<file path="config.mk">
export PLATFORM = sky130hd
export DESIGN_NAME = id_stage_ctrl
export DESIGN_NICKNAME = d
export VERILOG_FILES = /design/src/rtl/mips_defs.sv /design/src/rtl/id_hazard_detect.sv /design/src/rtl/id_stage_ctrl.sv
export SDC_FILE = /design/constraint.sdc
export NUM_CORES = 1
export LEC_CHECK = 0
export ABC_AREA = 1
export CAP_MARGIN = 20
export CORE_MARGIN = 2
export CORE_UTILIZATION = 36
export DETAILED_ROUTE_END_ITERATION = 6
export GPL_TIMING_DRIVEN = 0
export PLACE_DENSITY = 0.77
export SLEW_MARGIN = 40
export SYNTH_ARGS = -nofsm -noshare
export SYNTH_HDL_FRONTEND = slang
export SYNTH_SLANG_ARGS = --single-unit
</file>
<file path="constraint.sdc">
create_clock -name clk -period 1.9 [get_ports clk]
set_input_delay 0.19 -clock clk [delete_from_list [all_inputs] [get_ports clk]]
set_output_delay 0.19 -clock clk [all_outputs]
set_load 0.02 [all_outputs]
</file>
<file path="src/rtl/mips_defs.sv">
// Opcode/funct constants and next-PC select encodings shared by the
// decode-stage control blocks.
package mips_defs;

    localparam logic [5:0] OP_RTYPE = 6'h00;
    localparam logic [5:0] OP_J     = 6'h02;
    localparam logic [5:0] OP_JAL   = 6'h03;
    localparam logic [5:0] OP_BEQ   = 6'h04;
    localparam logic [5:0] OP_BNE   = 6'h05;
    localparam logic [5:0] OP_LUI   = 6'h0F;
    localparam logic [5:0] OP_LW    = 6'h23;
    localparam logic [5:0] OP_SW    = 6'h2B;

    localparam logic [5:0] FN_JR    = 6'h08;
    localparam logic [5:0] FN_JALR  = 6'h09;

    typedef enum logic [1:0] {
        NPC_SEQ = 2'b00,
        NPC_BR  = 2'b01,
        NPC_J   = 2'b10,
        NPC_JR  = 2'b11
    } npc_sel_e;

endpackage

</file>
<file path="src/rtl/id_hazard_detect.sv">
// Load-use and branch/jump-register dependence detection for the D stage.
// Optional macro ID_STAGE_CTRL_BNE_EN treats bne like beq.
module id_hazard_detect
    import mips_defs::*;
(
    input  logic [5:0] op,
    input  logic [5:0] funct,
    input  logic [4:0] rs,
    input  logic [4:0] rt,
    input  logic [4:0] E_wr_reg,
    input  logic       E_reg_write,
    input  logic       E_is_load,
    input  logic [4:0] M_wr_reg,
    input  logic       M_is_load,
    output logic       stall
);

    logic is_br;
    logic is_jr;
    logic uses_rs;
    logic uses_rt;
    logic e_hit_rs, e_hit_rt, m_hit_rs, m_hit_rt;
    logic load_use, br_e, br_m, jr_e, jr_m;

    always_comb begin
`ifdef ID_STAGE_CTRL_BNE_EN
        is_br = (op == OP_BEQ) || (op == OP_BNE);
`else
        is_br = (op == OP_BEQ);
`endif
        is_jr   = (op == OP_RTYPE) && ((funct == FN_JR) || (funct == FN_JALR));
        uses_rs = !((op == OP_J) || (op == OP_JAL) || (op == OP_LUI));
        uses_rt = (op == OP_RTYPE) || (op == OP_SW) || is_br;
    end

    // $0 is hardwired, so a write to it never creates a dependence
    assign e_hit_rs = (E_wr_reg != 5'd0) && (E_wr_reg == rs);
    assign e_hit_rt = (E_wr_reg != 5'd0) && (E_wr_reg == rt);
    assign m_hit_rs = (M_wr_reg != 5'd0) && (M_wr_reg == rs);
    assign m_hit_rt = (M_wr_reg != 5'd0) && (M_wr_reg == rt);

    assign load_use = E_is_load && ((uses_rs && e_hit_rs) || (uses_rt && e_hit_rt));
    assign br_e     = is_br && E_reg_write && (e_hit_rs || e_hit_rt);
    assign br_m     = is_br && M_is_load && (m_hit_rs || m_hit_rt);
    assign jr_e     = is_jr && E_reg_write && e_hit_rs;
    assign jr_m     = is_jr && M_is_load && m_hit_rs;

    assign stall = load_use || br_e || br_m || jr_e || jr_m;

endmodule

</file>
<file path="src/rtl/id_stage_ctrl.sv">
// Decode-stage control: IF/ID register, branch/jump decode, beq compare,
// and stall generation. Optional macro ID_STAGE_CTRL_BNE_EN adds bne.
module id_stage_ctrl
    import mips_defs::*;
#(
    parameter logic [31:0] RESET_PC_ADD_4 = 32'h0000_3004,
    parameter int          STALL_CNT_W    = 32
) (
    input  logic                   clk,
    input  logic                   reset,
    input  logic [31:0]            F_instr,
    input  logic [31:0]            F_pc_add_4,
    input  logic [31:0]            rs_fwd,
    input  logic [31:0]            rt_fwd,
    input  logic [4:0]             E_wr_reg,
    input  logic                   E_reg_write,
    input  logic                   E_is_load,
    input  logic [4:0]             M_wr_reg,
    input  logic                   M_is_load,
    output logic [31:0]            D_instr,
    output logic [31:0]            D_pc_add_4,
    output logic [1:0]             nPC_sel,
    output logic                   cmp,
    output logic [25:0]            im26,
    output logic [31:0]            MFRSD,
    output logic                   disable_PC,
    output logic                   E_flush,
    output logic [STALL_CNT_W-1:0] stall_cnt
);

    logic       stall;
    logic [5:0] op;
    logic [5:0] funct;
    logic       regs_eq;
    npc_sel_e   npc;

    assign op      = D_instr[31:26];
    assign funct   = D_instr[5:0];
    assign regs_eq = (rs_fwd == rt_fwd);

    id_hazard_detect u_hazard (
        .op          (op),
        .funct       (funct),
        .rs          (D_instr[25:21]),
        .rt          (D_instr[20:16]),
        .E_wr_reg    (E_wr_reg),
        .E_reg_write (E_reg_write),
        .E_is_load   (E_is_load),
        .M_wr_reg    (M_wr_reg),
        .M_is_load   (M_is_load),
        .stall       (stall)
    );

    // No flush on redirect: the delay-slot instruction is captured normally
    always_ff @(posedge clk) begin
        if (reset) begin
            D_instr    <= 32'd0;
            D_pc_add_4 <= RESET_PC_ADD_4;
        end else if (!stall) begin
            D_instr    <= F_instr;
            D_pc_add_4 <= F_pc_add_4;
        end
    end

    always_ff @(posedge clk) begin
        if (reset) begin
            stall_cnt <= '0;
        end else if (stall && (stall_cnt != {STALL_CNT_W{1'b1}})) begin
            stall_cnt <= stall_cnt + {{(STALL_CNT_W-1){1'b0}}, 1'b1};
        end
    end

    always_comb begin
        npc = NPC_SEQ;
        cmp = 1'b0;
        case (op)
            OP_BEQ: begin
                npc = NPC_BR;
                cmp = regs_eq;
            end
`ifdef ID_STAGE_CTRL_BNE_EN
            OP_BNE: begin
                npc = NPC_BR;
                cmp = !regs_eq;
            end
`endif
            OP_J, OP_JAL: npc = NPC_J;
            OP_RTYPE: begin
                if ((funct == FN_JR) || (funct == FN_JALR))
                    npc = NPC_JR;
            end
            default: npc = NPC_SEQ;
        endcase
    end

    assign nPC_sel    = npc;
    assign im26       = D_instr[25:0];
    assign MFRSD      = rs_fwd;
    assign disable_PC = stall;
    assign E_flush    = stall;

endmodule

</file>
==> metrics <==
status=complete, but fails checks; failing checks=setup timing; Final Cycle Share=1.15; CORE AREA=0.0157 mm²; unrepaired setup endpoints after global routing=yes; reg2reg end=D_instr[5]; CTS tree=done; Mean Syn Cell Area=a little over 7 µm²; Setup crit end kind=output port; Clock Tree Buf Depth=2; initial antenna violation count=1; flop-to-flop setup slack=-0.27 ns; H-tree depth=3; Warnings, synthesis=0; CP required=1.71 ns; Hold Path Depth=3; cells after synthesis=808; fin nets=1297; row count=46; wl on met1=9.85 mm; clk_lat worst skew=0.35 ns; CP startpoint kind=flop; DRT iter0 DRCs=347; Hold Path Class=in2reg; grt ovf=0; post-route ant nets=0; Peak Freq=456 MHz; clk root buf=clkbuf_16; I/O pin count=302; Placer Congestion=around 0.94; largest net degree at the start of global routing=17; WHS=0.404 ns; Pwr Total=~5.6 mW; total number of vias=6559; commonest non-fill, non-tap cells in the layout=clkdlybuf4s50_1, nand2_1, nor2_1; # placed instances=approximately 1300; Tot GR Track Use=0.251; die area=0.0169 mm²; R2R depth=15; hpwl dp=about 18 mm; area grow syn2layout=79.6%; switching power=1.59 mW; Post-synth top flop=dfxtp_1; hold-fix buffers at CTS=0; Worst EP arrival=2.00 ns; max layer used=met5; Hold Path Sink=D_pc_add_4[12]; Port Buffers=301; Internal=approximately 4.0 mW; Max-slew headroom=0.567; Net Sw Frac=0.287; Post-Layout Cell Count=1373; Die W=130 µm; met2 routed WL=11.2 mm; vias in the first global route=5750; # diodes=0; residual DRC count=0; worst-path maximum fanout=4; met3 wire len=1.81 mm; DR WL/cell=17.1 µm; layout cells sized above 1=0.255; PwrDens=541 mW/mm²; first-pass GRT wire length=31.9 mm; post-synthesis instance area=0.00572 mm²; Setup CP Type=reg2out; vias per cell=4.78; Final min period=2.19 ns; synthesized flop and latch total=96; pins over their slew limit=0; clock network power share=0.343; Comb power frac=0.262; Num CTS Buffers=9; Worst Tran Pin Value=0.649 ns; Syn Nets=between 900 and 1000; Post-synth EDFFs=0; Maximum Capacitance Violations=0; Yosys cell types=38; Setup-failing EPs final=between 90 and 100; hold_sp=F_pc_add_4[12]; Starting Density=0.364; Sequential Power Share=0.396; clock skew=just over 0.009 ns; CTS sink cnt=96; Die H=130 µm; Total Wirelength=23.4 mm; Clk pin slew, worst setup/hold paths=approximately 0.070 ns; Leakage=about 4.2 nW; Final Hold Vio Count=0; FF-to-FF Start=D_instr[31]; Pre-Repair DR Iteration Count=5; peak supply drop=roughly 0.00043 V; Async SR Flop Fraction=0; post-synthesis sequential area ratio=0.336; worst setup slack after layout=-0.294 ns; most common cell after layout, fill and taps aside=clkdlybuf4s50_1
==> synthesized netlist by cell type, types with 3 or more instances <==
master | instances | area (µm²)
or2_2 | 4 | 25.0
buf_2 | 16 | 80.1
inv_1 | 43 | 161
nand3_1 | 40 | 200
xor2_1 | 31 | 272
nor2_1 | 157 | 589
a21oi_2 | 10 | 87.6
nand3_2 | 17 | 170
a21oi_1 | 24 | 120
nor2_2 | 3 | 18.8
xnor2_1 | 30 | 263
nor4_1 | 7 | 43.8
o21ai_0 | 63 | 315
dfxtp_1 | 96 | 1920
buf_4 | 61 | 458
clkbuf_1 | 11 | 41.3
nor3_1 | 17 | 85.1
nand2_1 | 135 | 507
nand4_1 | 14 | 87.6
buf_6 | 3 | 33.8
==> routing by layer <==
layer / up-vias / global-route usage
li1: 3244 / -
met2: 242 / 0.408
met5: - / 0
met3: 36 / 0.0541
met4: 2 / 0.0765
met1: 3035 / 0.334
==> critical path, cell delays in order (launching register included) <==
cell and delay (ns):
dfxtp_4 0.36, nor2_4 0.15, buf_6 0.13, nand3_2 0.07, nand2_2 0.07, inv_2 0.03, nand2_1 0.05, nand2_1 0.05
nand2_1 0.05, nand2_1 0.06, nand2_2 0.11, nand2_8 0.07, buf_12 0.12, buf_8 0.11, buf_6 0.10, buf_6 0.12
==> how the worst max path moves through the flow <==
stage                       startpoint             to  slack [ns]  depth (start not counted)
after global routing       D_instr[31]     disable_PC       -0.41                         15
final                      D_instr[31]     disable_PC       -0.29                         15
after detailed placement   M_wr_reg[1]     disable_PC       -0.93                         14
after CTS                  D_instr[30]     disable_PC       -0.28                         13
after global placement     M_wr_reg[1]     disable_PC       -0.94                         14
after floorplan           stall_cnt[1]  stall_cnt[14]       0.008                         10
==> layout make-up <==
type | count | area [µm²]
inverters | 45 | 195
clock buffers | 10 | 239
repair buffers | 334 | 3310
fillers | 1344 | 5430
flip-flops and latches | 96 | 1970
plain buffers | 94 | 843
well taps | 216 | 270
multi-input cells | 573 | 3390
clock inverters | 5 | 61.3
==> flip-flops by register name, indices dropped and copies added, names as in the netlist <==
signal / cells
D_instr: 32
D_pc_add_4: 32
stall_cnt: 32
==> repair_timing <==
| item | CTS | global route |
|---|---|---|
| pin swaps | 17 | 18 |
| cloned | 0 | 2 |
| gates resized for setup | 86 | 202 |
| setup endpoints to repair | 101 | 99 |
| buffers inserted | 14 | 17 |
==> through the flow <==
step / utilization / area [µm²] / TNS (ns) / setup WS [ns]
after floorplan: - / 5740 / 0 / 0.00843
after global placement: 0.574 / 9020 / -34.21 / -0.944
after detailed placement: 0.574 / 9020 / -34.04 / -0.931
after CTS: 0.611 / 9590 / -12.93 / -0.284
after global routing: 0.654 / 10300 / -30.82 / -0.415
final: 0.654 / 10300 / -19.20 / -0.294
==> cells by family after synthesis <==
family                     share of synthesized area
and+or+nand+nor                                0.321
adders and majority gates                    0.00219
AOI/OAI and AO/OA                              0.101
DFF                                            0.336
xor gates and xnor gates                      0.0934
buffers and inverters                          0.146
==> power groups by stage <==
stage	Clock, mW	Sequential [mW]	Combinational, mW
3_3_place_gp	0	2.23	1.29
5_1_grt	2.02	2.21	1.54
2_1_floorplan	0	2.31	0.470
6_report	1.90	2.20	1.45
4_1_cts	1.94	2.19	1.34
3_5_place_dp	0	2.23	1.30
Power figures use the tool's default switching activity.
